**config.mk**
```make
export PLATFORM = sky130hd
export DESIGN_NAME = mem_arbiter
export DESIGN_NICKNAME = d
export VERILOG_FILES = /design/src/rtl/mem_arbiter.sv
export SDC_FILE = /design/constraint.sdc
export NUM_CORES = 1
export LEC_CHECK = 0
export CAP_MARGIN = 20
export CORE_MARGIN = 5
export CORE_UTILIZATION = 30
export DETAILED_ROUTE_END_ITERATION = 8
export DONT_BUFFER_PORTS = 1
export PLACE_DENSITY = 0.49
export SLEW_MARGIN = 30
export SYNTH_ARGS = -nofsm -noshare
export SYNTH_HDL_FRONTEND = slang
export SYNTH_SLANG_ARGS = --single-unit
```
**constraint.sdc**
```tcl
create_clock -name clock -period 4.5 [get_ports clock]
set_input_delay 0.45 -clock clock [delete_from_list [all_inputs] [get_ports clock]]
set_output_delay 0.45 -clock clock [all_outputs]
set_load 0.02 [all_outputs]
```
**src/rtl/mem_arbiter.sv**
```systemverilog
// Two-port arbiter/sequencer splitting 16-bit word accesses into big-endian byte cycles.
// Optional macro ARB_RR_EN selects round-robin tie-breaking; default is fixed priority to D.
module mem_arbiter #(
  parameter int ADDR_W = 11
) (
  input  logic              clock,
  input  logic              nrst,
  input  logic              req_f,
  input  logic              req_d,
  input  logic              we_f,
  input  logic              we_d,
  input  logic [ADDR_W-1:0] addr_f,
  input  logic [ADDR_W-1:0] addr_d,
  input  logic [15:0]       wdata_f,
  input  logic [15:0]       wdata_d,
  output logic              ack_f,
  output logic              ack_d,
  output logic [15:0]       rdata_f,
  output logic [15:0]       rdata_d,
  output logic              gnt_f,
  output logic              gnt_d,
  output logic [ADDR_W-1:0] mem_addr,
  output logic [7:0]        mem_wdata,
  output logic              mem_we,
  input  logic [7:0]        mem_rdata
);

  typedef enum logic [1:0] {
    IDLE = 2'd0,
    HI   = 2'd1,
    LO   = 2'd2,
    DONE = 2'd3
  } state_t;

  localparam logic              PORT_F   = 1'b0;
  localparam logic              PORT_D   = 1'b1;
  localparam logic [ADDR_W-1:0] ADDR_ONE = {{(ADDR_W-1){1'b0}}, 1'b1};
  localparam logic [ADDR_W-1:0] ADDR_ZERO = {ADDR_W{1'b0}};

  state_t              state_r, state_s;
  logic                owner_r, owner_s;
  logic                we_r;
  logic [ADDR_W-1:0]   addr_r;
  logic [7:0]          wdata_lo_r;
  logic                take_s, win_s;
  logic                sel_we_s;
  logic [ADDR_W-1:0]   sel_addr_s;
  logic [15:0]         sel_wdata_s;
  logic                gnt_s, ack_f_s, ack_d_s, mem_we_s;
  logic [ADDR_W-1:0]   mem_addr_s;
  logic [7:0]          mem_wdata_s;
`ifdef ARB_RR_EN
  logic                last_r;
`endif

  // Winner selection; only acted upon in IDLE
  always_comb begin
    take_s = req_f | req_d;
`ifdef ARB_RR_EN
    // On a tie the port that was not granted last wins
    if (req_f && req_d) begin
      win_s = ~last_r;
    end else begin
      win_s = req_d;
    end
`else
    win_s = req_d;
`endif
    if (win_s == PORT_D) begin
      sel_we_s    = we_d;
      sel_addr_s  = addr_d;
      sel_wdata_s = wdata_d;
    end else begin
      sel_we_s    = we_f;
      sel_addr_s  = addr_f;
      sel_wdata_s = wdata_f;
    end
  end

  // Next state and next values of the registered memory/handshake outputs
  always_comb begin
    state_s     = state_r;
    owner_s     = owner_r;
    gnt_s       = 1'b0;
    ack_f_s     = 1'b0;
    ack_d_s     = 1'b0;
    mem_we_s    = 1'b0;
    mem_addr_s  = ADDR_ZERO;
    mem_wdata_s = 8'h00;
    case (state_r)
      IDLE: begin
        if (take_s) begin
          state_s     = HI;
          owner_s     = win_s;
          gnt_s       = 1'b1;
          mem_we_s    = sel_we_s;
          mem_addr_s  = sel_addr_s;
          mem_wdata_s = sel_wdata_s[15:8];
        end else begin
          state_s = IDLE;
        end
      end
      HI: begin
        state_s     = LO;
        gnt_s       = 1'b1;
        mem_we_s    = we_r;
        mem_addr_s  = addr_r + ADDR_ONE;
        mem_wdata_s = wdata_lo_r;
      end
      LO: begin
        state_s = DONE;
        gnt_s   = 1'b1;
        ack_f_s = (owner_r == PORT_F);
        ack_d_s = (owner_r == PORT_D);
      end
      DONE: begin
        state_s = IDLE;
      end
      default: begin
        state_s = IDLE;
      end
    endcase
  end

  // FSM state and transaction latch
  always_ff @(posedge clock or negedge nrst) begin
    if (!nrst) begin
      state_r    <= IDLE;
      owner_r    <= PORT_F;
      we_r       <= 1'b0;
      addr_r     <= ADDR_ZERO;
      wdata_lo_r <= 8'h00;
`ifdef ARB_RR_EN
      last_r     <= PORT_F;
`endif
    end else begin
      state_r <= state_s;
      owner_r <= owner_s;
      if (state_r == IDLE && take_s) begin
        we_r       <= sel_we_s;
        addr_r     <= sel_addr_s;
        wdata_lo_r <= sel_wdata_s[7:0];
`ifdef ARB_RR_EN
        last_r     <= win_s;
`endif
      end
    end
  end

  // Registered grant, ack and memory port outputs
  always_ff @(posedge clock or negedge nrst) begin
    if (!nrst) begin
      gnt_f     <= 1'b0;
      gnt_d     <= 1'b0;
      ack_f     <= 1'b0;
      ack_d     <= 1'b0;
      mem_we    <= 1'b0;
      mem_addr  <= ADDR_ZERO;
      mem_wdata <= 8'h00;
    end else begin
      gnt_f     <= gnt_s & (owner_s == PORT_F);
      gnt_d     <= gnt_s & (owner_s == PORT_D);
      ack_f     <= ack_f_s;
      ack_d     <= ack_d_s;
      mem_we    <= mem_we_s;
      mem_addr  <= mem_addr_s;
      mem_wdata <= mem_wdata_s;
    end
  end

  // Read byte capture; writes leave the read word untouched
  always_ff @(posedge clock or negedge nrst) begin
    if (!nrst) begin
      rdata_f <= 16'h0000;
      rdata_d <= 16'h0000;
    end else if (!we_r && state_r == HI) begin
      if (owner_r == PORT_D) rdata_d[15:8] <= mem_rdata;
      else                   rdata_f[15:8] <= mem_rdata;
    end else if (!we_r && state_r == LO) begin
      if (owner_r == PORT_D) rdata_d[7:0] <= mem_rdata;
      else                   rdata_f[7:0] <= mem_rdata;
    end
  end

endmodule

```
* After elaboration in Yosys (flattened, before gate mapping) *
Cells that the tools add are included.

storage, ports and cells
  flip-flop bits (word level) = 79
  latch bits = 0
  memory bits (writable) = 0
  ROM bits = 0
  bits of input ports = 68
  output and inout bits = 56
  word-level logic and storage cells = 53
  memories kept = 0

operators by class
  add/sub/neg operators = 1
  $mul = 0
  div/mod/pow operators = 0
  order comparisons = 0
  equality and inequality tests = 3
  shift operators = 0
  muxes and demuxes = 17
  bitwise operators = 6
  reductions and logical operators = 10

operators with widths
  cell                                            count
  2-to-1 mux 11 bit                               2
  one-hot mux 11 bit (2 select lines)             1
  2-to-1 mux 16 bit                               1
  one-hot mux 8 bit (2 select lines)              1
  adder 11 x 1 -> 11 bit (second input constant)  1
  2-to-1 mux 1 bit                                8
  2-to-1 mux 8 bit                                1
  one-hot mux 2 bit (4 select lines)              1
  AND reduction 3 bit                             2
  == test 2 bit (second input constant)           2
  one-hot mux 1 bit (2 select lines)              2
  AND reduction 2 bit                             2
  logical AND 1 bit                               3
  NOT 1 bit                                       3
  bitwise AND 1 bit                               2
  == test 2 x 1 -> 1 bit (second input constant)  1
  zero test 2 bit                                 1
  OR reduction 2 bit                              1
  zero test 1 bit                                 1
  OR 1 bit                                        1

* Logic depth before layout (Yosys ltp) *
Gate-level depths: netlist of run 1.

  depth after elaboration = 5
  gate-level depth with buffers = 7
  depth with buffers taken out = 5

* Worst setup path after synthesis of run 1 *
No wires, ideal clock.

  kind = reg-to-reg
  from = register state_r[0]
  to = register rdata_f[0]
  library setup time = 0.125 ns
  data arrival time = 1.521 ns
  required time = 4.375 ns
  setup slack = 2.854 ns
  cell stages (with the launch flop) = 6
  buffers on the path = 0
  clock period less this slack = 1.646 ns
  cell sequence = dfrtp_1 > inv_1 > ha_1 > inv_1 > nor4_4 > mux2_2

between the ends
  cells in the longest elaborated chain, start to end = 4
  elaborated cells on any way between the ends = 6
  those cells by class = eq/ne: 2; bitwise: 1; reduce/logical: 3

RTL lines
  what                                      RTL line  source
  start: declaration                        40        state_t state_r, state_s;
  start signal: assignment                  137       state_r <= state_s;
  == test 2 x 1 -> 1 bit                    176       end else if (!we_r && state_r == HI) begin
  logical AND 1 bit                         176
  NOT 1 bit (no source line)                n/a
  AND reduction 3 bit (no source line) (*)  n/a
  end signal: assignment                    181       else rdata_f[7:0] <= mem_rdata;
  end: declaration                          18        output logic [15:0] rdata_f,

Mark *: on every way between the ends. The rest lies on a longest branch, timed or not.
A chain may end at the register's enable or synchronous reset.

* Worst setup path in the final report of run 1 *
  from = register state_r[1]
  to = register rdata_f[13]

between the ends
  cells in the longest elaborated chain, start to end = 3

RTL lines
  what                                  RTL line  source
  == test 2 x 1 -> 1 bit                176
  logical AND 1 bit                     176
  AND reduction 2 bit (no source line)  n/a
  end signal: assignment                178       else rdata_f[15:8] <= mem_rdata;

No other way between the ends.

==> flow_metrics.tcl, run 1 <==
set metrics [dict create \
    core_area_um2 11400 \
    clock.fmax_ghz 0.423 \
    clkTransAtPathRegs_ns 0.06 \
    p_leak_nw 1.72 \
    critPathRequiredTime_ns 4.72 \
    nets 345 \
    synthFlopType "dfrtp_1" \
    track_usage_pct 12.3 \
    setup-violations-final 0 \
    violations "negative hold slack" \
    netlist_instances 277 \
    async_reset_ff_share_pct 100 \
    worstPathMaxFanout 27 \
    ys_seq_elements 79 \
    rsz0062_at_grt "no" \
    die_x_um 118 \
    syn2layout_area_growth_pct 11.5 \
    final_util_pct 34.1 \
    netlist-cell-type-count 37 \
    cp-start-kind "register" \
    worst-setup-path-type "reg2reg" \
    diodes 0 \
    worst_path_most_repeated_cell "inv_1" \
    clock_latency_ns 0.33 \
    finalSetupTns_ns 0 \
    htreeDepth 3 \
    worstHoldPathType "in2async" \
    synth_compound_area_share_pct 11.5 \
    die_h_um 118 \
    rows 39 \
    grt_pass1_vias 2294 \
    critPathCaptureType "register" \
    clk_path_buf_depth 2 \
    drc_errors 0 \
    synthesis.nets 350 \
    grt_max_degree 80 \
    numCtsBuffers 9 \
    slowest_delay_ns 0.58 \
    syn_area_um2 3490 \
    worst_pin_slew_ns 0.731 \
    die-area_um2 13900 \
    vias_per_cell 5.12 \
    ys_seq_area_share_pct 56.6 \
    worstPathArrival_ns 2.58 \
    worstRegToRegCells 5 \
    final_common_cell "dfrtp_1" \
    ios 124 \
    drv_slew 0 \
    grt_first_pass_wirelength_mm 13.2 \
    peakVddDrop_mv 0.337 \
    final_cell_mix "dfrtp_1 (79), mux2_2 (34), nand2_1 (23)" \
    synth_fa_ha_area_share_pct 1.79 \
    place_congestion 0.722 \
    dpl.hpwl_mm 5.82 \
    maxSlewHeadroom_pct 51.1 \
    drive_above_1_share_pct 20.6 \
    fin_cells 420 \
    synth_xor_area_share_pct 0.753 \
    crit_path_top_delay_cell "ha_2" \
    cap_viol_max_count 0 \
    crit_path_cell_trace "inv_1 -> ha_2 -> inv_1 -> nor3_4 -> mux2_2" \
    cts_setup_buffers 0 \
    pwr_density_cell_nw_per_um2 782 \
    drt_iter0_markers 78 \
    whs_ns -0.00567 \
    synthSimpleGateAreaFrac_pct 10.4 \
    io_buffers 0 \
    synth.area.mux_share_pct 15.6 \
    drt_wl_total_mm 8.23 \
    routedWlPerCell_um 19.6 \
    rr_endpoint "rdata_f[13]$_DFFE_PN0P_" \
    cts_tree "yes" \
    vias 2151 \
    ff2ff_setup_slack_ns 2.14 \
    postRouteAntennaNets 0 \
    ys.warnings.count 0 \
    root_buffer "clkbuf_16" \
    start_util_pct 30.6 \
    post-route-period-util_pct 52.5 \
    first_pass_iters 4 \
    fillerInstances 1163 \
    antenna_found_initial 0 \
    avgSynthCellArea_um2 12.6 \
    hold_viol_final 2 \
    dp.cells 403 \
    synth-edff-count 0 \
    finClkSkew_ns 0.00776 \
    reg2reg_from "state_r[1]$_DFF_PN0_" \
    status "complete, but fails checks" \
    clkSinkCount 79 \
    synth_top_family_by_area "multiplexers" \
    grt_overflow 0 \
    period_minus_slack_ns 2.36 \
]
## Yosys cell counts (all sizes together), types with 3 or more instances
| cell type | number | share of area, % |
|---|---|---|
| a21o | 7 | 1.5 |
| a22o | 17 | 4.3 |
| and2 | 4 | 0.79 |
| and4 | 3 | 0.75 |
| buf | 13 | 2.4 |
| clkbuf | 5 | 0.54 |
| dfrtp | 79 | 57 |
| ha | 5 | 1.8 |
| inv | 5 | 0.54 |
| mux2 | 34 | 11 |
| mux2i | 16 | 4.6 |
| nand2 | 23 | 2.5 |
| nand3 | 5 | 0.72 |
| nand4 | 6 | 1.1 |
| nor2 | 6 | 0.65 |
| nor2b | 4 | 0.72 |
| o211ai | 4 | 0.86 |
| o21ai | 17 | 2.4 |
| o22ai | 4 | 0.72 |
| o311ai | 3 | 0.75 |
## area by class of cell
type	count	area (um2)	area share [%]
clock inverter	5	40.0	1.03
inverter	5	18.8	0.482
sequential	79	1980	50.8
multi-input combinational	175	1400	36.0
clock buffer	11	243	6.24
timing repair buffer	2	35.0	0.900
tap	143	179	4.60
## registers in the layout, summed over array words and instances, names as in the netlist
register and count:
ack_d 1, ack_f 1, addr_r 11, gnt_d 1, gnt_f 1, mem_addr 11, mem_wdata 8, mem_we 1
owner_r 1, rdata_d 16, rdata_f 16, state_r 2, wdata_lo_r 8, we_r 1
## what timing repair did
| item | 4_1_cts | 5_1_grt |
|---|---|---|
| endpoints found under the hold margin | 79 | 0 |
| resized for setup | 0 | 0 |
| hold buffers | 1 | 0 |
## per-layer routing
metal / share of wire, % / global-route usage [%]
met4: 1.7 / 4.95
met5: 0 / 0
met3: 7.8 / 4.71
met1: 44 / 15.7
met2: 47 / 18.6
## worst max-delay path: cells and delay by family (launching register included)
family | cells | cell delay [ns]
muxes | 1 | 0.39
DFF | 1 | 0.40
buffers and inverters | 2 | 0.42
adders and majority gates | 1 | 0.58
and+or+nand+nor | 1 | 0.44
## cell families (layout without fill, tap and decap cells)
kind of cell               after synthesis  after routing
xor gates and xnor gates                 3              3
DFF                                     79             79
buffers and inverters                   23             23
muxes                                   50             50
and+or+nand+nor                         61             61
adders and majority gates                5              5
AOI/OAI and AO/OA                       56             56
## where the power goes
group          internal, mW  switching (mW)
clock network         0.394           0.295
registers              1.05           0.584
logic                 0.360           0.357
## per-stage QoR
step	total power, mW	worst slack (ns)	cell area [um2]
floorplan	2.18	2.85	3490
global route	3.25	1.97	3890
global placement	2.36	1.70	3580
detailed placement	2.38	2.08	3580
CTS	3.10	2.08	3890
finish	3.04	2.14	3890
## worst max-delay path by stage
| stage | from | endpoint | slack, ns | cells after the start |
|---|---|---|---|---|
| CTS | state_r[1]$_DFF_PN0_ | rdata_f[15]$_DFFE_PN0P_ | 2.08 | 5 |
| global placement | state_r[1]$_DFF_PN0_ | rdata_f[13]$_DFFE_PN0P_ | 1.70 | 5 |
| finish | state_r[1]$_DFF_PN0_ | rdata_f[13]$_DFFE_PN0P_ | 2.14 | 5 |
| global route | state_r[1]$_DFF_PN0_ | rdata_f[11]$_DFFE_PN0P_ | 1.97 | 5 |
| floorplan | state_r[0]$_DFF_PN0_ | rdata_f[0]$_DFFE_PN0P_ | 2.85 | 5 |
| detailed placement | state_r[1]$_DFF_PN0_ | rdata_f[13]$_DFFE_PN0P_ | 2.08 | 5 |
Power figures use the tool's default switching activity.
==> run 2, diff against run 1 <==
clock period = 2.4 ns   (was 4.5 ns; I/O delays follow)
==> flow_metrics.tcl, run 2 (same netlist as run 1, synthesis figures left out) <==
set metrics [dict create \
    vias_per_cell 5.06 \
    vias 2142 \
    whs_ns 0.0543 \
    numCtsBuffers 9 \
    slowest_delay_ns 0.42 \
    period_minus_slack_ns 1.98 \
    crit_path_start "state_r[1]$_DFF_PN0_" \
    worstHoldStart "mem_rdata[6]" \
    dpl.hpwl_mm 5.78 \
    syn2layout_area_growth_pct 12.6 \
    routedWlPerCell_um 19.2 \
    cts-resized-gates 0 \
    drive_above_1_share_pct 21.1 \
    worst_pin_slew_ns 0.731 \
    critPathCaptureType "register" \
    drv_slew 0 \
    reg2reg_from "state_r[1]$_DFF_PN0_" \
    worst-setup-path-type "reg2reg" \
    grt_first_pass_wirelength_mm 12.9 \
    clkSinkCount 79 \
    cap_viol_max_count 0 \
    clk_path_buf_depth 2 \
    drt_iter0_markers 119 \
    cts_setup_buffers 0 \
    finClkSkew_ns 0.00730 \
    die-area_um2 13900 \
    die_x_um 118 \
    crit_path_top_delay_cell "nor3_4" \
    status "completed" \
    ios 124 \
    worstRegToRegCells 5 \
    p_leak_nw 1.74 \
    rsz0062_at_grt "no" \
    htreeDepth 3 \
    hold_viol_final 0 \
    cts_tree "yes" \
    root_buffer "clkbuf_16" \
    final_cell_mix "dfrtp_1 (79), mux2_2 (34), nand2_1 (23)" \
    clock.fmax_ghz 0.506 \
    post-route-period-util_pct 82.4 \
    grt_pass1_vias 2260 \
    place_congestion 0.771 \
    maxSlewHeadroom_pct 51.1 \
    pwr_density_cell_nw_per_um2 1460 \
    antenna_found_initial 0 \
    diodes 0 \
    holdPathStages 1 \
    worstPathArrival_ns 2.19 \
    grt_overflow 0 \
    drt_wl_total_mm 8.10 \
    critPathRequiredTime_ns 2.62 \
    start_util_pct 30.6 \
    first_pass_iters 4 \
    worstPathMaxFanout 8 \
    drc_errors 0 \
    reg_top3 "rdata_d (16), rdata_f (16)" \
    clkTransAtPathRegs_ns 0.06 \
    io_buffers 0 \
    clock_latency_ns 0.33 \
    worst_path_most_repeated_cell "inv_1" \
    nets 348 \
    die_h_um 118 \
    track_usage_pct 11.9 \
    worstHoldPathType "in2reg" \
    grt_max_degree 80 \
    postRouteAntennaNets 0 \
    peakVddDrop_mv 0.641 \
    crit_path_cell_trace "inv_1 -> ha_1 -> inv_1 -> nor3_4 -> mux2_2" \
    finalSetupTns_ns 0 \
    rows 39 \
    setup-violations-final 0 \
    cp-start-kind "register" \
    final_common_cell "dfrtp_1" \
    core_area_um2 11400 \
]
-- run 2: path summary, 6_finish.rpt --
| path | end | slack, ns |
|---|---|---|
| setup / recovery | rdata_f[9]$_DFFE_PN0P_ | 0.42 |
| hold / removal | rdata_f[14]$_DFFE_PN0P_ | 0.05 |
| setup reg to reg | rdata_f[9]$_DFFE_PN0P_ | 0.42 |
| hold reg to reg | wdata_lo_r[7]$_DFFE_PN0P_ | 0.48 |
| max in group asynchronous | addr_r[8]$_DFFE_PN0P_ | 1.62 |
| min in group asynchronous | rdata_d[0]$_DFFE_PN0P_ | 0.46 |
-- run 2: final cells by class --
class	instances	area, um2
clock buffers	11	253
multi-input cells	175	1410
inverters	5	18.8
flip-flops and latches	79	1980
fillers	1141	7490
clock inverters	5	38.8
well taps	143	179
repair buffers	5	60.1
-- run 2: timing repair --
| action | in CTS | in global routing |
|---|---|---|
| endpoints found under the hold margin | 79 | 0 |
| hold buffers | 2 | 0 |
| endpoints found under the setup margin | 0 | 0 |
-- run 2: metrics by stage --
step                      cells  utilization (%)  instance area, um2  power, mW  setup slack (ns)
after global placement      405             31.5                3590       4.44             0.513
after detailed placement    405             31.5                3600       4.48             0.376
after floorplan             277                -                3490       4.09             0.754
after global routing        423             34.4                3930       6.14             0.292
final                       423             34.4                3930       5.75             0.423
after CTS                   423             34.4                3930       5.87             0.367
-- run 2: power breakdown --
group	total [mW]	internal [mW]	leakage [nW]	switching [mW]
Combinational	1.37	0.695	0.625	0.677
Clock	1.31	0.764	0.143	0.542
Sequential	3.07	1.98	0.974	1.09
Total	5.75	3.43	1.74	2.31
-- run 2: metal layers --
metal  GRT usage (%)  wire length, um  up-vias
met5               0                0        -
met4            3.23               86        0
met3            5.38              646        7
met2            18.8             3880       88
met1            14.8             3490     1042
li1                -                -     1005
-- run 2: worst max-delay path, delay by kind of cell (launching register included) --
family        cells  cell delay (ns)
simple gates      1             0.42
fa+ha+maj         1             0.33
buf+inv           2             0.32
flops             1             0.40
mux               1             0.39
